File: src/rtl/bram_address_sequencer.sv
// ---------------------------------------------------------------------------
// bram_address_sequencer
//
// Burst address generator for the banked BRAM store. One command describes a
// block of rows (j range, wrapping modulo 2^J_SIZE), a column count (x from 0
// to x_last) and an interleave index i. The block then streams one
// (bram_number, bram_address) beat per cycle. The byte index changes fastest,
// then x, then j.
//
// Optional feature macro: ADDR_SEQ_BYTE_WALK_EN
//   defined     : the byte field walks 0 .. 2^DTYPE_BYTES_SIZE-1 per (j, x).
//   not defined : the byte field is held at 0, giving one beat per (j, x).
//
// Handshakes (both ports): a transfer happens on a rising clock edge where
// valid and ready are both high. The producer holds valid and its payload
// steady until that edge, and ready never depends combinationally on valid.
//
// Address mapping:
//   bram_number  = {i, j[BRAM_NUMBER_SIZE-I_SIZE-1:0]}  (just j bits if I_SIZE==0)
//   bram_address = {j[J_SIZE-1:BRAM_NUMBER_SIZE-I_SIZE], x, byte}
//
// dbg_state mirrors the FSM state register (0 = IDLE, 1 = RUN).
// ---------------------------------------------------------------------------
module bram_address_sequencer #(
  parameter int BRAM_NUMBER_SIZE  = 5,
  parameter int BRAM_ADDRESS_SIZE = 9,
  parameter int I_SIZE            = 1,
  parameter int J_SIZE            = 9,
  parameter int X_SIZE            = 3,
  parameter int DTYPE_BYTES_SIZE  = 1
) (
  input  logic                                 clock,
  input  logic                                 reset_n,
  // command port
  input  logic                                 cmd_valid,
  output logic                                 cmd_ready,
  input  logic [((I_SIZE > 0) ? I_SIZE : 1)-1:0] cmd_i,
  input  logic [J_SIZE-1:0]                    cmd_j_start,
  input  logic [J_SIZE-1:0]                    cmd_j_last,
  input  logic [X_SIZE-1:0]                    cmd_x_last,
  // beat port
  output logic                                 out_valid,
  input  logic                                 out_ready,
  output logic [BRAM_NUMBER_SIZE-1:0]          out_bram_number,
  output logic [BRAM_ADDRESS_SIZE-1:0]         out_bram_address,
  output logic                                 out_last,
  // status
  output logic                                 busy,
  output logic                                 dbg_state
);

  // -------------------------------------------------------------------------
  // Derived widths and constants
  // -------------------------------------------------------------------------
  // Width of the i field as carried on the port (at least one bit).
  localparam int CI_W  = (I_SIZE > 0) ? I_SIZE : 1;
  // Number of j bits that land in the bank select.
  localparam int LOW_W = BRAM_NUMBER_SIZE - I_SIZE;
  // Number of j bits that land in the per-bank address.
  localparam int HI_W  = J_SIZE - LOW_W;
  // Byte counter width (at least one bit so the register always exists).
  localparam int B_W   = (DTYPE_BYTES_SIZE > 0) ? DTYPE_BYTES_SIZE : 1;
  // Left shift that places i above the j bits in the bank select.
  localparam int I_SHIFT = (I_SIZE > 0) ? LOW_W : 0;

  // Final value of the byte counter within one (j, x) element.
`ifdef ADDR_SEQ_BYTE_WALK_EN
  localparam logic [B_W-1:0] BYTE_MAX = B_W'((1 << DTYPE_BYTES_SIZE) - 1);
`else
  localparam logic [B_W-1:0] BYTE_MAX = '0;
`endif

  localparam logic [J_SIZE-1:0] J_ONE = J_SIZE'(1);
  localparam logic [X_SIZE-1:0] X_ONE = X_SIZE'(1);
  localparam logic [B_W-1:0]    B_ONE = B_W'(1);

  // -------------------------------------------------------------------------
  // Elaboration-time consistency checks on the parameter set
  // -------------------------------------------------------------------------
  if (BRAM_ADDRESS_SIZE != HI_W + X_SIZE + DTYPE_BYTES_SIZE) begin : g_addr_width_check
    $error("bram_address_sequencer: BRAM_ADDRESS_SIZE must equal J_SIZE-(BRAM_NUMBER_SIZE-I_SIZE)+X_SIZE+DTYPE_BYTES_SIZE");
  end
  if (LOW_W < 1 || HI_W < 1) begin : g_split_check
    $error("bram_address_sequencer: I_SIZE/BRAM_NUMBER_SIZE leave no j bits for bank or address");
  end
  if (I_SIZE < 0 || DTYPE_BYTES_SIZE < 0) begin : g_sign_check
    $error("bram_address_sequencer: I_SIZE and DTYPE_BYTES_SIZE must be non-negative");
  end

  // -------------------------------------------------------------------------
  // Mapping helpers
  // -------------------------------------------------------------------------
  // Bank select: interleave index on top, low j bits below.
  function automatic logic [BRAM_NUMBER_SIZE-1:0] bank_of(
    input logic [CI_W-1:0]   i,
    input logic [J_SIZE-1:0] j
  );
    logic [BRAM_NUMBER_SIZE-1:0] bn;
    bn = BRAM_NUMBER_SIZE'(j[LOW_W-1:0]);
    if (I_SIZE > 0) begin
      bn = bn | (BRAM_NUMBER_SIZE'(i) << I_SHIFT);
    end
    return bn;
  endfunction

  // Address within bank: high j bits, then x, then byte.
  function automatic logic [BRAM_ADDRESS_SIZE-1:0] addr_of(
    input logic [J_SIZE-1:0] j,
    input logic [X_SIZE-1:0] x,
    input logic [B_W-1:0]    b
  );
    logic [BRAM_ADDRESS_SIZE-1:0] a;
    a = BRAM_ADDRESS_SIZE'(j >> LOW_W) << (X_SIZE + DTYPE_BYTES_SIZE);
    a = a | (BRAM_ADDRESS_SIZE'(x) << DTYPE_BYTES_SIZE);
    // With DTYPE_BYTES_SIZE==0 the byte counter is pinned at 0, so this
    // contributes nothing.
    a = a | BRAM_ADDRESS_SIZE'(b);
    return a;
  endfunction

  // -------------------------------------------------------------------------
  // State and registers
  // -------------------------------------------------------------------------
  typedef enum logic {
    ST_IDLE = 1'b0,
    ST_RUN  = 1'b1
  } state_e;

  state_e                        state_q;

  // Latched command fields.
  logic [CI_W-1:0]               i_q;
  logic [J_SIZE-1:0]             j_last_q;
  logic [X_SIZE-1:0]             x_last_q;

  // Coordinates of the beat currently presented on the output.
  logic [J_SIZE-1:0]             j_q;
  logic [X_SIZE-1:0]             x_q;
  logic [B_W-1:0]                byte_q;

  // Registered beat outputs.
  logic                          out_valid_q;
  logic                          out_last_q;
  logic [BRAM_NUMBER_SIZE-1:0]   bn_q;
  logic [BRAM_ADDRESS_SIZE-1:0]  addr_q;

  // Coordinates of the beat that follows the current one.
  logic [J_SIZE-1:0]             j_d;
  logic [X_SIZE-1:0]             x_d;
  logic [B_W-1:0]                byte_d;
  logic                          last_d;
  logic                          byte_wrap;
  logic                          x_wrap;

  // First-beat flag for an incoming command: single row, single column and
  // no byte walk beyond byte 0.
  logic                          first_last;

  // Beat handshake on the output side.
  logic                          beat_taken;

  assign beat_taken = out_valid_q & out_ready;

  // Next coordinates: byte rolls into x, x rolls into j (j wraps modulo 2^J_SIZE).
  always_comb begin
    byte_wrap = (byte_q == BYTE_MAX);
    x_wrap    = (x_q == x_last_q);
    byte_d    = byte_q;
    x_d       = x_q;
    j_d       = j_q;
    if (byte_wrap) begin
      byte_d = '0;
      if (x_wrap) begin
        x_d = '0;
        j_d = j_q + J_ONE;
      end else begin
        x_d = x_q + X_ONE;
      end
    end else begin
      byte_d = byte_q + B_ONE;
    end
    last_d = (j_d == j_last_q) & (x_d == x_last_q) & (byte_d == BYTE_MAX);
  end

  // Last-beat flag for the very first beat of a command being accepted now.
  always_comb begin
    first_last = (cmd_j_start == cmd_j_last) &
                 (cmd_x_last == '0) &
                 (BYTE_MAX == '0);
  end

  // Command/beat FSM with registered beat outputs and counters.
  always_ff @(posedge clock or negedge reset_n) begin
    if (!reset_n) begin
      state_q     <= ST_IDLE;
      i_q         <= '0;
      j_last_q    <= '0;
      x_last_q    <= '0;
      j_q         <= '0;
      x_q         <= '0;
      byte_q      <= '0;
      out_valid_q <= 1'b0;
      out_last_q  <= 1'b0;
      bn_q        <= '0;
      addr_q      <= '0;
    end else begin
      case (state_q)
        ST_IDLE: begin
          if (cmd_valid) begin
            // Latch the command and present its first beat next cycle.
            i_q         <= cmd_i;
            j_last_q    <= cmd_j_last;
            x_last_q    <= cmd_x_last;
            j_q         <= cmd_j_start;
            x_q         <= '0;
            byte_q      <= '0;
            out_valid_q <= 1'b1;
            out_last_q  <= first_last;
            bn_q        <= bank_of(cmd_i, cmd_j_start);
            addr_q      <= addr_of(cmd_j_start, '0, '0);
            state_q     <= ST_RUN;
          end
        end
        ST_RUN: begin
          if (beat_taken) begin
            if (out_last_q) begin
              // Final beat consumed: burst complete.
              out_valid_q <= 1'b0;
              out_last_q  <= 1'b0;
              state_q     <= ST_IDLE;
            end else begin
              // Advance to the next beat; outputs otherwise hold while stalled.
              j_q         <= j_d;
              x_q         <= x_d;
              byte_q      <= byte_d;
              out_last_q  <= last_d;
              bn_q        <= bank_of(i_q, j_d);
              addr_q      <= addr_of(j_d, x_d, byte_d);
            end
          end
        end
        default: begin
          state_q     <= ST_IDLE;
          out_valid_q <= 1'b0;
          out_last_q  <= 1'b0;
        end
      endcase
    end
  end

  // -------------------------------------------------------------------------
  // Output assignments
  // -------------------------------------------------------------------------
  assign cmd_ready        = (state_q == ST_IDLE);
  assign busy             = (state_q != ST_IDLE);
  assign dbg_state        = state_q;
  assign out_valid        = out_valid_q;
  assign out_last         = out_last_q;
  assign out_bram_number  = bn_q;
  assign out_bram_address = addr_q;

endmodule

File: config.mk
export PLATFORM = sky130hd
export DESIGN_NAME = bram_address_sequencer
export DESIGN_NICKNAME = d
export VERILOG_FILES = /design/src/rtl/bram_address_sequencer.sv
export SDC_FILE = /design/constraint.sdc
export NUM_CORES = 1
export LEC_CHECK = 0
export ABC_AREA = 1
export CAP_MARGIN = 10
export CELL_PAD_IN_SITES_DETAIL_PLACEMENT = 0
export CELL_PAD_IN_SITES_GLOBAL_PLACEMENT = 1
export CORE_ASPECT_RATIO = 2
export CORE_MARGIN = 10
export CORE_UTILIZATION = 38
export CTS_CLUSTER_SIZE = 40
export DETAILED_ROUTE_END_ITERATION = 7
export GPL_TIMING_DRIVEN = 0
export PLACE_DENSITY_LB_ADDON = 0.1
export SLEW_MARGIN = 10
export SYNTH_ARGS = -nofsm -noshare
export SYNTH_HDL_FRONTEND = slang
export SYNTH_SLANG_ARGS = --single-unit
File: constraint.sdc
create_clock -name clock -period 5.25 [get_ports clock]
set_clock_uncertainty 0.2 [all_clocks]
set_input_delay 0.525 -clock clock [delete_from_list [all_inputs] [get_ports clock]]
set_output_delay 0.525 -clock clock [all_outputs]
set_load 0.02 [all_outputs]
* Word-level counts from Yosys, hierarchy flattened
Cells that the tools add are included.
** Storage, ports and cells
- Register bits after elaboration :: 43
- Input bits :: 26
- Output and inout port bits :: 19
- Word-level logic and storage cells :: 74
** Operators by class
- Add/subtract/negate cells :: 3
- Eq/ne operators :: 8
- Multiplexer cells :: 37
- Bitwise operators :: 10
- Reductions and logical operators :: 5
** Operator list (number)
- $mux 9 :: 8
- $pmux 9 s2 :: 2
- $eq 9x9->1 :: 2
- $mux 3 :: 5
- $mux 5 :: 3
- $mux 1 :: 13
- $or 4x5->5 :: 2
- $pmux 5 s2 :: 1
- $add 9x1->9 const B :: 1
- $or 9x1->9 :: 1
- $or 9x4->9 :: 1
- $pmux 1 s2 :: 4
- $eq 3x3->1 :: 2
- $pmux 3 s2 :: 1
- $reduce_and 3->1 :: 2
- $and 1x1->1 :: 4
- $ne 2x1->1 const B :: 2
- $ne 2x2->1 const B :: 2
- $reduce_and 2->1 :: 2
- $add 3x1->3 const B :: 1
- $logic_not 3->1 :: 1
- $not 1->1 :: 2
- $add 1x1->1 const B :: 1

* Depth between registers and ports, before layout
- Depth in word-level cells :: 9
- Depth in mapped cells :: 16

* Worst setup path before layout
OpenSTA, ideal clock, no wires.
- Kind :: register to register
- From :: register j_q[0]
- To :: register out_last_q (netlist: out_last)
- Data arrival time :: 1618 ps
- Setup slack :: 3366 ps
- Stages on the path, launching flop included :: 14
- Buffers on the path :: 0
- Cell sequence :: dfrtp_1 ha_1 nand3_1 o21ai_0 nand2_1 nand2_1 nand3_1 nand2_1 nand2_1 nor2_1 nand3_1 nand2_1 nand2_1 nand2_1
** Between the ends
- Cells in the longest elaborated chain, start to end :: 9
** Ends and longest elaborated chain
- start: declaration :: line 137 : logic [J_SIZE-1:0] j_q;
- start signal: assignment :: line 214 : j_q <= cmd_j_start;
- start signal: assignment :: line 233 : j_q <= j_d;
- $add 9x1->9 :: line 175 : j_d = j_q + J_ONE;
- $mux 9 :: line 173 : if (x_wrap) begin
- $mux 9 * :: line 171 : if (byte_wrap) begin
- $eq 9x9->1 * :: line 182 : last_d = (j_d == j_last_q) & (x_d == x_last_q) & (byte_d == BYTE_MAX);
- $and 1x1->1 * (2 in series) :: line 182
- $mux 1 * :: line 226 : if (out_last_q) begin
- $mux 1 * :: line 225 : if (beat_taken) begin
- $pmux 1 s2 * :: line 207 : case (state_q)
- end signal: assignment :: line 218 : out_last_q <= first_last;
- end signal: assignment :: line 236 : out_last_q <= last_d;
- end: declaration :: line 143 : logic out_last_q;
Mark *: on every way between the ends. The rest lies on a longest branch, timed or not. The select of a mux whose other input is x is not followed.
A chain may end at the register's enable or synchronous reset.

* Final worst setup path
- From :: register state_q (netlist: busy)
- To :: output cmd_ready
** Between the ends
- Cells in the longest elaborated chain, start to end :: 1
** Ends and longest elaborated chain
- start: declaration :: line 129 : state_e state_q;
- start signal: assignment :: line 195 : state_q <= ST_IDLE;
- start signal: assignment :: line 221 : state_q <= ST_RUN;
- start signal: assignment :: line 230 : state_q <= ST_IDLE;
- $not 1->1 (no source line)
- end: declaration :: line 36 : output logic cmd_ready,
No other way between the ends.

==> impl_metrics.py <==
metrics = {
    "sta": {
        "finalCritPeriodShare_pct": 53.7,
        "rsz0062_at_grt": "false",
        "finalSetupViolCount": 0,
        "finalSetupTns_ns": 0,
        "min_period_ns": 2.82,
        "worstMarginPinSlew_ns": 0.715,
        "slew-limit-headroom_pct": 52.3,
        "final_max_slew_viol_count": 0,
        "finalHoldViolations": 0,
        "fmax_ghz": 0.355,
        "whs_ns": 0.0956,
    },
    "worst_setup_path": {
        "cp.required_ns": 4.53,
        "crit_path_top_delay_cell": "clkdlybuf4s50_1",
        "path_class": "flip-flop to primary output",
        "timing.rr.end": "j_q[7]",
        "endpoint_kind": "primary output",
        "startpoint": "busy",
        "r2r_setup_slack_ns": 2.97,
        "start_kind": "flip-flop",
        "cp_top_family": "buffers and inverters",
        "path_cells": "inv_1 -> clkbuf_1 -> clkdlybuf4s50_1",
        "path_buf_inv": 3,
        "cp.arrival_ns": 2.09,
        "reg2reg_from": "busy",
        "rr_worst_depth": 7,
        "max_stage_delay_ns": 0.72,
        "crit_fanout": 10,
    },
    "clock_network": {
        "clock_latency_ns": 0.28,
        "cts_hold_buf": 0,
        "cts_tree": "built",
        "ctsResizeCount": 0,
        "clkTransAtPathRegs_ns": 0.07,
        "cts_root_buffer": "clkbuf_8",
        "clock-sinks": 29,
        "numCtsBuffers": 5,
        "post_cts_buffers": 0,
        "htreeDepth": 2,
        "clockBufferDepth": 2,
    },
    "layout": {
        "finalInstanceArea_sq_um": 2510,
        "nets": 363,
        "final-seq-area_sq_um": 726,
        "multi_input_area_sq_um": 1010,
        "drive_above_1_share_pct": 4.78,
        "fin_util_pct": 51.2,
        "fillers": 524,
        "num_antenna_cells": 0,
        "syn2layout_area_growth_pct": 30.2,
    },
    "run_status": {
        "outcome": "finished, final reports clean",
    },
    "die": {
        "die_area_sq_um": 8500,
        "die_h_um": 121,
        "num_rows": 36,
        "die_x_um": 70.4,
        "io_pins": 45,
        "core_sq_um": 4910,
        "initial_core_util_pct": 39.3,
    },
    "synthesis": {
        "synth.distinct_cells": 28,
        "ys_seq_area_share_pct": 37.6,
        "ys_top_cells_by_area": "dfrtp_1 38%, nand2_1 18%, inv_1 7.4%",
        "synthFlopType": "dfrtp_1",
        "syn_inst": 285,
        "yosysMostFrequentCell": "nand2_1",
        "syn-num-nets": 313,
        "synth_edf_count": 0,
        "yosysTopAreaCellShare_pct": 37.6,
        "synth_seq_cells": 29,
        "synth_top_area_cell": "dfrtp_1",
        "synth_common_cells": "92 x nand2_1, 38 x inv_1, 29 x dfrtp_1, 24 x o21ai_0, 22 x nand3_1",
        "yosysWarnings": 0,
        "synth-async-reset-ratio_pct": 100,
        "avgSynthCellArea_sq_um": 6.77,
        "syn_area_sq_um": 1930,
    },
    "pwr": {
        "p_per_area_nw_per_um2": 196,
        "seqPwrFrac_pct": 46.8,
        "leakage_nw": 1.23,
        "swShare_pct": 25.8,
        "power_frac_comb_pct": 14.9,
        "clock_power_share_pct": 38.3,
        "finalPower_uw": 494,
        "p_int_uw": 367,
        "power.switching_uw": 127,
        "ir_drop_mv": 0.131,
    },
    "global_routing": {
        "grt_pass1_wl_mm": 10.3,
        "antenna_found_initial": 0,
        "grt_overflow": 0,
        "grt_max_degree": 30,
        "gr-usage-all-layers_pct": 15.4,
        "grt_pass1_vias": 2089,
    },
    "run": {
        "maxCapViolations": 0,
    },
    "place": {
        "hpwl_mm": 4.99,
        "place.gp.congestion": 0.793,
        "placed_area_sq_um": 2430,
        "port_buffers": 43,
    },
    "min_path": {
        "hp-class": "input port to asynchronous set/reset pin",
    },
    "route": {
        "viasPerCell": 5.15,
        "wire_per_inst_um": 16.0,
        "wirelength_mm": 6.27,
        "drcViolationCount": 0,
        "drt_iter0_drc": 122,
        "dr_total_vias": 2019,
        "postRouteAntennaNets": 0,
        "drtPass1Iterations": 4,
    },
}
[layout make-up]
| type | instances | share of cell area (%) |
|---|---|---|
| buffer | 8 | 1.79 |
| clock buffer | 7 | 3.43 |
| inverter | 39 | 5.82 |
| multi-input combinational | 209 | 40.3 |
| sequential | 29 | 28.9 |
| tap | 57 | 2.84 |
| timing repair buffer | 43 | 16.9 |
[flip-flops by register name, summed over array words and instances, names as in the netlist]
signal,flops
j_last_q,9
out_last,1
i_q,1
x_q,2
out_valid,1
x_last_q,3
out_bram_number,1
out_bram_address,2
j_q,8
busy,1
[logic make-up (layout without fill, tap and decap cells)]
kind of cell             count (synthesis)  in the layout  share of synthesized area, %
AO/OA/AOI/OAI                           52             52                          14.8
XOR/XNOR                                 8              8                          3.63
adder cells (fa/ha/maj)                  2              2                          1.30
buffers and inverters                   47             97                          9.92
flip-flops                              29             29                          37.6
multiplexers                             2              2                          1.17
other                                    1              1                         0.194
AND/OR/NAND/NOR                        144            144                          31.4
[routing by layer]
layer	track usage [%]	vias to the layer above	part of all wire, %
met5	0	-	0
met4	9.31	0	4.6
met3	3.60	16	4.0
met2	29.1	53	57
met1	14.2	929	34
li1	-	1021	-
[how the worst max path moves through the flow]
stage,end,slack [ns],depth (start not counted)
after global placement,j_q[3],2.59,7
after global routing,cmd_ready,2.33,3
after CTS,cmd_ready,2.42,3
after detailed placement,out_bram_number[4],2.56,7
final,cmd_ready,2.43,3
after floorplan,out_last,3.37,13
[cells in the final DEF (no fill, tap or decap), drive strengths merged]
| cell type | n |
|---|---|
| nor4 | 1 |
| dfrtp | 29 |
| inv | 38 |
| nand2 | 95 |
| buf | 4 |
| o21ai | 24 |
| clkdlybuf4s50 | 42 |
| nor3 | 2 |
| xnor2 | 3 |
| a22o | 1 |
| a21oi | 13 |
| xor2 | 5 |
| a31oi | 1 |
| mux2 | 2 |
| a221oi | 1 |
| nand3b | 3 |
| nand4 | 3 |
| clkinv | 1 |
| nand3 | 23 |
| o22ai | 10 |
| ha | 2 |
| clkbuf | 12 |
| conb | 1 |
| a22oi | 1 |
| a211oi | 1 |
| nor2 | 17 |
[power by group through the flow]
stage	registers [mW]	clock network, mW	logic, mW
3_3_place_gp	0.235	0	0.0746
6_report	0.231	0.189	0.0737
2_1_floorplan	0.238	0	0.0307
4_1_cts	0.231	0.196	0.0748
3_5_place_dp	0.235	0	0.0745
5_1_grt	0.232	0.200	0.0829
[per-stage QoR]
stage,worst slack (ns),instances
floorplan,3.37,285
global placement,2.59,385
detailed placement,2.56,385
CTS,2.42,392
global route,2.33,392
finish,2.43,392
No activity file was read; power rests on OpenSTA's default activity.
